File: config.mk
export PLATFORM = sky130hd
export DESIGN_NAME = s27_scan_array
export DESIGN_NICKNAME = d
export VERILOG_FILES = /design/src/rtl/s27_pkg.sv /design/src/rtl/s27_core.sv /design/src/rtl/s27_scan_array.sv
export SDC_FILE = /design/constraint.sdc
export NUM_CORES = 1
export LEC_CHECK = 0
export ABC_AREA = 0
export BUFFER_PORTS_ARGS = -buffer_cell sky130_fd_sc_hd__buf_2
export CAP_MARGIN = 20
export CORE_MARGIN = 2
export CORE_UTILIZATION = 35
export CTS_CLUSTER_DIAMETER = 80
export DETAILED_ROUTE_END_ITERATION = 7
export PLACE_DENSITY_LB_ADDON = 0.25
export REMOVE_ABC_BUFFERS = 1
export SLEW_MARGIN = 20
export SYNTH_ARGS = -nofsm -noshare
export SYNTH_HDL_FRONTEND = slang
export SYNTH_SLANG_ARGS = --single-unit
File: constraint.sdc
create_clock -name CK -period 1.85 [get_ports CK]
set_input_delay 0.185 -clock CK [delete_from_list [all_inputs] [get_ports CK]]
set_output_delay 0.185 -clock CK [all_outputs]
set_load 0.01 [all_outputs]
File: src/rtl/s27_pkg.sv
// Shared types and constants for the scan-inserted multi-channel s27 array.
package s27_pkg;

  // Per-channel s27 state; g5 sits at bit 0 so a 3-bit chain slice maps directly.
  typedef struct packed {
    logic g7;
    logic g6;
    logic g5;
  } s27_state_t;

  localparam logic [15:0] S27_DEFAULT_POLY = 16'h1021;

  function automatic int chain_len(input int channels);
    return 3 * channels;
  endfunction

endpackage

File: src/rtl/s27_core.sv
// Combinational next-state and G17 logic of one s27 channel.
module s27_core
  import s27_pkg::*;
(
  input  logic       i_g0,
  input  logic       i_g1,
  input  logic       i_g2,
  input  logic       i_g3,
  input  s27_state_t i_state,
  output s27_state_t o_next,
  output logic       o_g17
);

  logic w_g8, w_g9, w_g10, w_g11, w_g12, w_g13, w_g14, w_g15, w_g16;

  assign w_g14 = ~i_g0;
  assign w_g12 = ~(i_g1 | i_state.g7);
  assign w_g8  = w_g14 & i_state.g6;
  assign w_g15 = w_g12 | w_g8;
  assign w_g16 = i_g3 | w_g8;
  assign w_g9  = ~(w_g16 & w_g15);
  assign w_g11 = ~(i_state.g5 | w_g9);
  assign w_g10 = ~(w_g14 | w_g11);
  assign w_g13 = ~(i_g2 | w_g12);

  assign o_g17     = ~w_g11;
  assign o_next.g5 = w_g10;
  assign o_next.g6 = w_g11;
  assign o_next.g7 = w_g13;

endmodule

File: src/rtl/s27_scan_array.sv
// CHANNELS independent s27 cores sharing one mux-D scan chain, with a MISR over G17.
module s27_scan_array
  import s27_pkg::*;
#(
  parameter int                CHANNELS = 4,
  parameter int                SIG_W    = 16,
  parameter logic [SIG_W-1:0]  POLY     = SIG_W'(S27_DEFAULT_POLY)
) (
  input  logic                CK,
  input  logic                RN,
  input  logic [CHANNELS-1:0] G0,
  input  logic [CHANNELS-1:0] G1,
  input  logic [CHANNELS-1:0] G2,
  input  logic [CHANNELS-1:0] G3,
  input  logic                SE,
  input  logic                SI,
  output logic                SO,
  input  logic                SIG_EN,
  input  logic                SIG_CLR,
  output logic [CHANNELS-1:0] G17,
  output logic [SIG_W-1:0]    SIG
);

  localparam int L = chain_len(CHANNELS);

  logic [L-1:0]     r_chain;
  logic [L-1:0]     w_func_next;
  logic [SIG_W-1:0] r_sig;
  logic [SIG_W-1:0] w_g17_ext;
  logic [SIG_W-1:0] w_misr_next;

  // Channel c owns chain bits 3c..3c+2 as {g7,g6,g5}.
  for (genvar c = 0; c < CHANNELS; c++) begin : g_chan
    s27_state_t w_cur;
    s27_state_t w_nxt;
    logic       w_g17;

    assign w_cur = r_chain[3*c +: 3];

    s27_core u_core (
      .i_g0    (G0[c]),
      .i_g1    (G1[c]),
      .i_g2    (G2[c]),
      .i_g3    (G3[c]),
      .i_state (w_cur),
      .o_next  (w_nxt),
      .o_g17   (w_g17)
    );

    assign w_func_next[3*c +: 3] = w_nxt;
    assign G17[c]                = w_g17;
  end

  always_ff @(posedge CK or negedge RN) begin
    if (!RN) begin
      r_chain <= '0;
    end else if (SE) begin
      r_chain <= {r_chain[L-2:0], SI};
    end else begin
      r_chain <= w_func_next;
    end
  end

  always_comb begin
    w_g17_ext                 = '0;
    w_g17_ext[CHANNELS-1:0]   = G17;
    w_misr_next = {r_sig[SIG_W-2:0], 1'b0}
                ^ (r_sig[SIG_W-1] ? POLY : '0)
                ^ w_g17_ext;
  end

  // Compaction is suppressed while shifting so scan traffic never perturbs the signature.
  always_ff @(posedge CK or negedge RN) begin
    if (!RN) begin
      r_sig <= '0;
    end else if (SIG_CLR) begin
      r_sig <= '0;
    end else if (SIG_EN && !SE) begin
      r_sig <= w_misr_next;
    end
  end

  assign SO  = r_chain[L-1];
  assign SIG = r_sig;

endmodule

==> results.md, run 1 <==
- Die width: 65.9 microns
- Reg2Reg Launch Point: r_chain[8]$_DFF_PN0_
- Setup Fix Bufs, Post-CTS: 0
- Initial core utilization: 36.7%
- Ant. Diodes: 0
- Cell variety after synth: 21
- TritonCTS clock tree: done
- Dominant combinational cell family by area after synthesis: simple AND/OR/NAND/NOR gates
- Seq/Total Area, Yosys: 52.2%
- CP Capture Type: output pin
- Share of synthesized flip-flops with an asynchronous set or reset: 100%
- Flip-flop and latch count after synthesis: 28
- Synthesized-area fraction occupied by adder cells: 0%
- Final critical-path required period: 1660 ps
- Relative slew margins: 50.7%
- Clock root buffer master: sky130_fd_sc_hd__clkbuf_8
- Placer congestion estimate: 0.690
- Final Cycle Share: 89.9%
- Status: finished, final reports clean
- Clock network latency to the later pin of the worst-skew pair: 270 ps
- Post-synthesis mux area share: 0%
- Min setup slack post-route: 186 ps
- Xor/xnor cell area share of the yosys netlist: 1.30%
- Final Routed Wirelength: 2730 microns
- Depth of the CTS H-tree: 1
- Top-area cell type share of the netlist area: 52.2%
- Final std cells w/o fill: between 200 and 250
- Depth of the worst register-to-register path: 3
- Maximum clock rate: 601 MHz
- Synth-to-Final Area Change: 22.3%
- Number of nets in the layout: about 180
- Unrepaired setup endpoints after global routing: no
- Maximum clock skew at final layout: 6.28 ps
- Worst setup slack for register-to-register paths: 570 ps
- Overflow after GRT: 0
- Number of warnings reported in the yosys synthesis log: 0
- # clock sinks: 28
- Detail-routed net length per standard cell: around 13 microns
- Yosys top cell by area: sky130_fd_sc_hd__dfrtp_1
- Cell area after technology mapping: 0.00134 sq mm
- Capture instance of the worst register-to-register path: SIG[2]$_DFFE_PN0P_
- Maximum fanout along the worst path: 3
- Pin count of the biggest net entering global routing: 29
- Number of max-cap violations: 0
- Initial DRC count: 18
- Cell count after placement: around 200
- Post-Route Utilization: 44.8%
- Worst Setup EP: G17[0]
- Number of top-level design ports: 43
- Data required time of the worst path: 1660 ps
- Initial antenna violation count: 0
- Power consumption: 1.33 mW
- Post-cts repair resize count: 0
- Filler cells: 354
- Kind of start point of the critical path: flop
- IO Port Bufs: 42
- Antenna-violating nets left: 0
- Global-route wire length before repair: 4620 microns
- Top cells by count, synth: 28 x sky130_fd_sc_hd__dfrtp_1, 12 x sky130_fd_sc_hd__a22o_1, 12 x sky130_fd_sc_hd__nand2_1
- Class of the most critical hold timing path: input port to flop
- Via count normalized by instance count: about 5
- Hpwl dp: 2090 microns
- Via total after detailed routing: 1038
- Synth Area in Compound Gates: 16.8%
- Setup total negative slack: 0 ps
- Max VDD drop: 0.000494 V
- Most common flop cell mapped by yosys: sky130_fd_sc_hd__dfrtp_1
- Number of global-route vias before repair: a little over 1000
- Endpoints failing setup: 0
- Cell with the most instances after synthesis: sky130_fd_sc_hd__dfrtp_1
- Worst setup slack before clock tree synthesis: 400 ps
- Core ar.: around 0.0037 sq mm
- Leakage power total: 0.838 nW
- Top area cells in the synthesized netlist: sky130_fd_sc_hd__dfrtp_1 52%, sky130_fd_sc_hd__a22o_1 7.8%, sky130_fd_sc_hd__nor3b_1 4.5%
- Fraction of the mapped netlist area in simple logic gates: 22.5%
- Number of clock buffers inserted by TritonCTS: 3
- Syn_area_per_cell: between 10 and 15 sq um
- Final hold vios: 0
- Pwr/cell area: a little over 800 mW/mm^2
- Worst Path Class, Setup: flop to output pin
- Vert. Die Dim: 65.9 microns
- Number of slew-limit violations in the final report: 0
- Max clock buf depth: 2
- Post-detailed-route DRC marker count: 0
- Die area: 0.00435 sq mm
- Clock-pin slew reported for the worst setup and hold paths after clock tree synthesis: 100 ps
- CP startpoint: r_chain[2]$_DFF_PN0_
- Share of layout cells above drive strength 1: 38.0%
- Cells after Synth: 120
- Number of iterations in the first detailed-routing pass: 4
- Arrival time at the worst endpoint: 1480 ps
- Tot GR Track Use: 13.6%
- EDFF count, synth: 0
- Worst-Margin Slew: 737 ps
- Num rows: 22
worst max-delay path: stages, from the launching register on:
cell and delay, ps:
sky130_fd_sc_hd__dfrtp_1 410, sky130_fd_sc_hd__nor4b_2 410, sky130_fd_sc_hd__or2_2 200, sky130_fd_sc_hd__inv_1 50
sky130_fd_sc_hd__buf_2 140
worst min-delay path by stage:
| stage | end | slack, ps | start | cells past startpoint |
|---|---|---|---|---|
| final | r_chain[5]$_DFF_PN0_ | 80 | G2[1] | 2 |
| after global routing | r_chain[11]$_DFF_PN0_ | 80 | G2[3] | 2 |
| after CTS | r_chain[5]$_DFF_PN0_ | 70 | G2[1] | 2 |
| after detailed placement | r_chain[11]$_DFF_PN0_ | 240 | RN | 1 |
| after global placement | SIG[5]$_DFFE_PN0P_ | 230 | RN | 1 |
| after floorplan | SIG[0]$_DFFE_PN0P_ | -110 | RN | 0 |
sequential cells by signal, summed over array words and instances (netlist names):
| signal | flops |
|---|---|
| SIG | 16 |
| r_chain | 12 |
where the power goes:
| group | internal [mW] | total [mW] | switching (mW) | leakage, nW |
|---|---|---|---|---|
| sequential | 0.647 | 0.676 | 0.0297 | 0.374 |
| clock | 0.289 | 0.475 | 0.186 | 0.0357 |
| combinational | 0.0785 | 0.174 | 0.0954 | 0.429 |
| total | 1.01 | 1.33 | 0.311 | 0.838 |
through the flow:
stage	area (sq um)	hold slack (ps)
2_1_floorplan	1270	-111
3_3_place_gp	1560	235
3_5_place_dp	1560	245
4_1_cts	1640	72.4
5_1_grt	1640	84.4
6_report	1640	76.9
metal layers:
metal  vias to the layer above  share of wire (%)  global-route usage, %
met2                        30                 49                   22.9
met3                         2                5.6                   3.58
met5                         -                  0                      0
met1                       497                 45                   17.9
li1                        509                  -                      -
met4                         0               0.51                   2.30
timing repair:
| item | 4_1_cts | 5_1_grt |
|---|---|---|
| hold buffers | 1 | 0 |
| setup endpoints to repair | 0 | 0 |
| hold endpoints to repair | 28 | 0 |
cell usage in the layout (no fill, tap or decap):
cell,n
sky130_fd_sc_hd__nor3_2,4
sky130_fd_sc_hd__nand2b_1,1
sky130_fd_sc_hd__nor4b_2,4
sky130_fd_sc_hd__inv_1,8
sky130_fd_sc_hd__buf_2,42
sky130_fd_sc_hd__a22o_1,12
sky130_fd_sc_hd__o31ai_1,8
sky130_fd_sc_hd__nor2_1,5
sky130_fd_sc_hd__dlygate4sd3_1,1
sky130_fd_sc_hd__nor3b_1,8
sky130_fd_sc_hd__a221o_1,4
sky130_fd_sc_hd__bufinv_16,1
sky130_fd_sc_hd__buf_4,2
sky130_fd_sc_hd__or4b_1,4
sky130_fd_sc_hd__o21ai_0,1
sky130_fd_sc_hd__o21ai_1,3
sky130_fd_sc_hd__nor2b_1,1
sky130_fd_sc_hd__dfrtp_1,28
sky130_fd_sc_hd__clkbuf_8,3
sky130_fd_sc_hd__xor2_1,2
sky130_fd_sc_hd__nand2_1,12
sky130_fd_sc_hd__or2_2,4
kinds of logic (layout without fill, tap and decap cells):
family	count (synthesis)	in the layout
and+or+nand+nor	43	43
DFF	28	28
xor gates and xnor gates	2	2
buffers and inverters	19	57
AOI/OAI and AO/OA	28	28
final cells by class:
cell class | count | area, sq um | area share, %
inverter | 8 | 30.0 | 1.83
clock buffer | 3 | 41.3 | 2.52
clock inverter | 1 | 30.0 | 1.83
multi-input combinational | 73 | 544 | 33.2
tap | 48 | 60.1 | 3.66
sequential | 28 | 701 | 42.7
timing repair buffer | 45 | 235 | 14.3
No activity file was read; power rests on OpenSTA's default activity.
==> run 2, diff against run 1 <==
- CORE_UTILIZATION: 35 -> 53
==> run 2 against run 1 <==
  * Critical path depth is the same
  * First-iteration DRC count shrank 61%
  * Sequential share of layout area grew 1.6 points
  * Total power shrank 14%
  * Final cell count shrank 8.7%
  * Wire length shrank 6.5%
  * Sequential cell count is the same
  * Via count shrank 0.58%
  * Non-clock buffer count is the same
  * Critical endpoint is now G17[3]
  * Largest power group unchanged
==> results.md, run 2 (synthesized netlist as in run 1, its figures left out) <==
- Status: finished, final reports clean (unchanged)
- Post-detailed-route DRC marker count: 0 (unchanged)
- Most frequent standard cell in the layout excluding fill and tap cells: sky130_fd_sc_hd__buf_2 (unchanged)
- Number of nets in the layout: 181 (unchanged)
- Number of iterations in the first detailed-routing pass: 2 (was 4)
- Cell count after placement: 183 (was 201)
- Hpwl dp: 1900 microns (was 2090 microns)
- Worst hold slack: 26.3 ps (was 76.9 ps)
- Slowest-stage cell, CP: sky130_fd_sc_hd__dfrtp_1 (unchanged)
- Hold buffers post-CTS: 1 (unchanged)
- Detail-routed net length per standard cell: 13.6 microns (was 13.3 microns)
- Overflow after GRT: 0 (unchanged)
- Initial core utilization: 55.2% (was 36.7%)
- Setup total negative slack: 0 ps (unchanged)
- Relative slew margins: 29.7% (was 50.7%)
- Min setup slack post-route: 136 ps (was 186 ps)
- Max VDD drop: 0.000513 V (was 0.000494 V)
- Die area: 0.00295 sq mm (was 0.00435 sq mm)
- Total length of routed met2 wires: 1210 microns (was 1330 microns)
- Total internal power: 0.846 mW (was 1.01 mW)
- Final hold vios: 0 (unchanged)
- Placed cell area: 0.00154 sq mm (was 0.00156 sq mm)
- Core ar.: 0.00243 sq mm (was 0.00366 sq mm)
- Number of flip-flops under the largest register name: 16 (unchanged)
- # clock sinks: 28 (unchanged)
- Maximum clock skew at final layout: 6.04 ps (was 6.28 ps)
- Top library cells by usage in the layout, fill and taps aside: 42 x sky130_fd_sc_hd__buf_2, 28 x sky130_fd_sc_hd__dfrtp_1, 12 x sky130_fd_sc_hd__nand2_1, 12 x sky130_fd_sc_hd__a22o_1 (unchanged)
- Cell Chain, Critical Path: nor4b_2 -> or2_2 -> inv_1 -> buf_2 (unchanged)
- Number of global-route vias before repair: 1026 (was 1022)
- Number of clock buffers inserted by TritonCTS: 3 (unchanged)
- Clock root buffer master: sky130_fd_sc_hd__clkbuf_4 (was sky130_fd_sc_hd__clkbuf_8)
- Share of layout cells above drive strength 1: 38.0% (unchanged)
- Die width: 54.3 microns (was 65.9 microns)
- Net switching component of the power: 0.299 mW (was 0.311 mW)
- Sequential cell fraction of total power: 59.1% (was 51.0%)
- Worst-Margin Slew: 1050 ps (was 737 ps)
- Initial DRC count: 7 (was 18)
- Placer congestion estimate: 0.752 (was 0.690)
- Post-cts repair resize count: 0 (unchanged)
- Unrepaired setup endpoints after global routing: no (unchanged)
- Via count normalized by instance count: 5.49 (was 5.04)
- Final critical-path required period: 1710 ps (was 1660 ps)
- Clock-pin slew reported for the worst setup and hold paths after clock tree synthesis: 140 ps (was 100 ps)
- Post-Route Utilization: 65.1% (was 44.8%)
- Data required time of the worst path: 1660 ps (about the same)
- Via total after detailed routing: 1032 (was 1038)
- Final Cycle Share: 92.7% (was 89.9%)
- Proportion of total power due to net switching: 26.1% (was 23.4%)
- Clock network latency to the later pin of the worst-skew pair: 320 ps (was 270 ps)
- Leakage power total: 0.823 nW (was 0.838 nW)
- Antenna-violating nets left: 0 (unchanged)
- Clock Power Share: 25.8% (was 35.8%)
- Synth-to-Final Area Change: 18.0% (was 22.3%)
- Pin count of the biggest net entering global routing: 29 (unchanged)
- Initial antenna violation count: 0 (unchanged)
- Setup Fix Bufs, Post-CTS: 0 (unchanged)
- Wl on met1: 1210 microns (was 1230 microns)
- Final std cells w/o fill: 188 (was 206)
- Highest routed layer: met4 (unchanged)
- Ant. Diodes: 0 (unchanged)
- Depth of the CTS H-tree: 1 (unchanged)
- Final Routed Wirelength: 2550 microns (was 2730 microns)
- Class of the most critical hold timing path: input port to flop (unchanged)
- IO Port Bufs: 42 (unchanged)
- Num rows: 18 (was 22)
- Slowest Stage Delay on Critical Path: 430 ps (was 410 ps)
- Max clock buf depth: 2 (unchanged)
- Maximum clock rate: 583 MHz (was 601 MHz)
- CP Capture Type: output pin (unchanged)
- Endpoints failing setup: 0 (unchanged)
- Tot GR Track Use: 19.5% (was 13.6%)
- Worst setup slack before clock tree synthesis: 282 ps (was 400 ps)
- Number of slew-limit violations in the final report: 0 (unchanged)
- Vert. Die Dim: 54.3 microns (was 65.9 microns)
- Area of all placed cells without fillers: 0.00158 sq mm (was 0.00164 sq mm)
- Global-route wire length before repair: 4300 microns (was 4620 microns)
- Number of max-cap violations: 0 (unchanged)
- Number of top-level design ports: 43 (unchanged)
- Pwr/cell area: 723 mW/mm^2 (was 807 mW/mm^2)
- TritonCTS clock tree: done (unchanged)
- Kind of start point of the critical path: flop (unchanged)
- Power consumption: 1.14 mW (was 1.33 mW)
- Worst Path Class, Setup: flop to output pin (unchanged)
- Maximum fanout along the worst path: 3 (unchanged)
- Arrival time at the worst endpoint: 1530 ps (was 1480 ps)
- Cell family with the largest share of critical-path delay: simple AND/OR/NAND/NOR gates (unchanged)
- Combinational power share: 15.2% (was 13.1%)
- Met3 layer wire length in the routed design: 119 microns (was 152 microns)
- Buffer and inverter count on the worst path: 2 (unchanged)
-- run 2: changes by cell type in the layout (fill, tap and decap cells not counted), sizes merged --
cell	change
bufinv	-1
clkbuf	+1
-- run 2: power by group through the flow --
| stage | Sequential (mW) | Clock, mW | Combinational, mW |
|---|---|---|---|
| floorplan | 0.687 | 0 | 0.0859 |
| global placement | 0.687 | 0 | 0.167 |
| detailed placement | 0.688 | 0 | 0.174 |
| CTS | 0.676 | 0.301 | 0.176 |
| global route | 0.682 | 0.315 | 0.199 |
| finish | 0.676 | 0.295 | 0.174 |
-- run 2: final timing paths --
check	start	end	slack (ps)	depth (start not counted)
setup reg to reg	SIG[15]$_DFFE_PN0P_	SIG[0]$_DFFE_PN0P_	530	3
min in group asynchronous	RN	r_chain[10]$_DFF_PN0_	400	2
max in group asynchronous	RN	SIG[7]$_DFFE_PN0P_	1050	2
setup / recovery	r_chain[11]$_DFF_PN0_	G17[3]	140	4
hold reg to reg	r_chain[4]$_DFF_PN0_	r_chain[5]$_DFF_PN0_	490	2
hold / removal	G2[2]	r_chain[8]$_DFF_PN0_	30	2
-- run 2: final cells by class --
| class | instances | area, sq um |
|---|---|---|
| Fill cell | 209 | 848 |
| Tap cell | 30 | 37.5 |
| Multi-Input combinational cell | 73 | 544 |
| Sequential cell | 28 | 701 |
| Inverter | 8 | 30.0 |
| Clock buffer | 4 | 36.3 |
| Timing Repair Buffer | 45 | 235 |
-- run 2: routing by layer --
layer / vias to the layer above / GRT usage [%]
met5: - / 0
met4: 0 / 5.00
met3: 2 / 2.73
met2: 26 / 32.5
met1: 493 / 26.7
li1: 511 / -
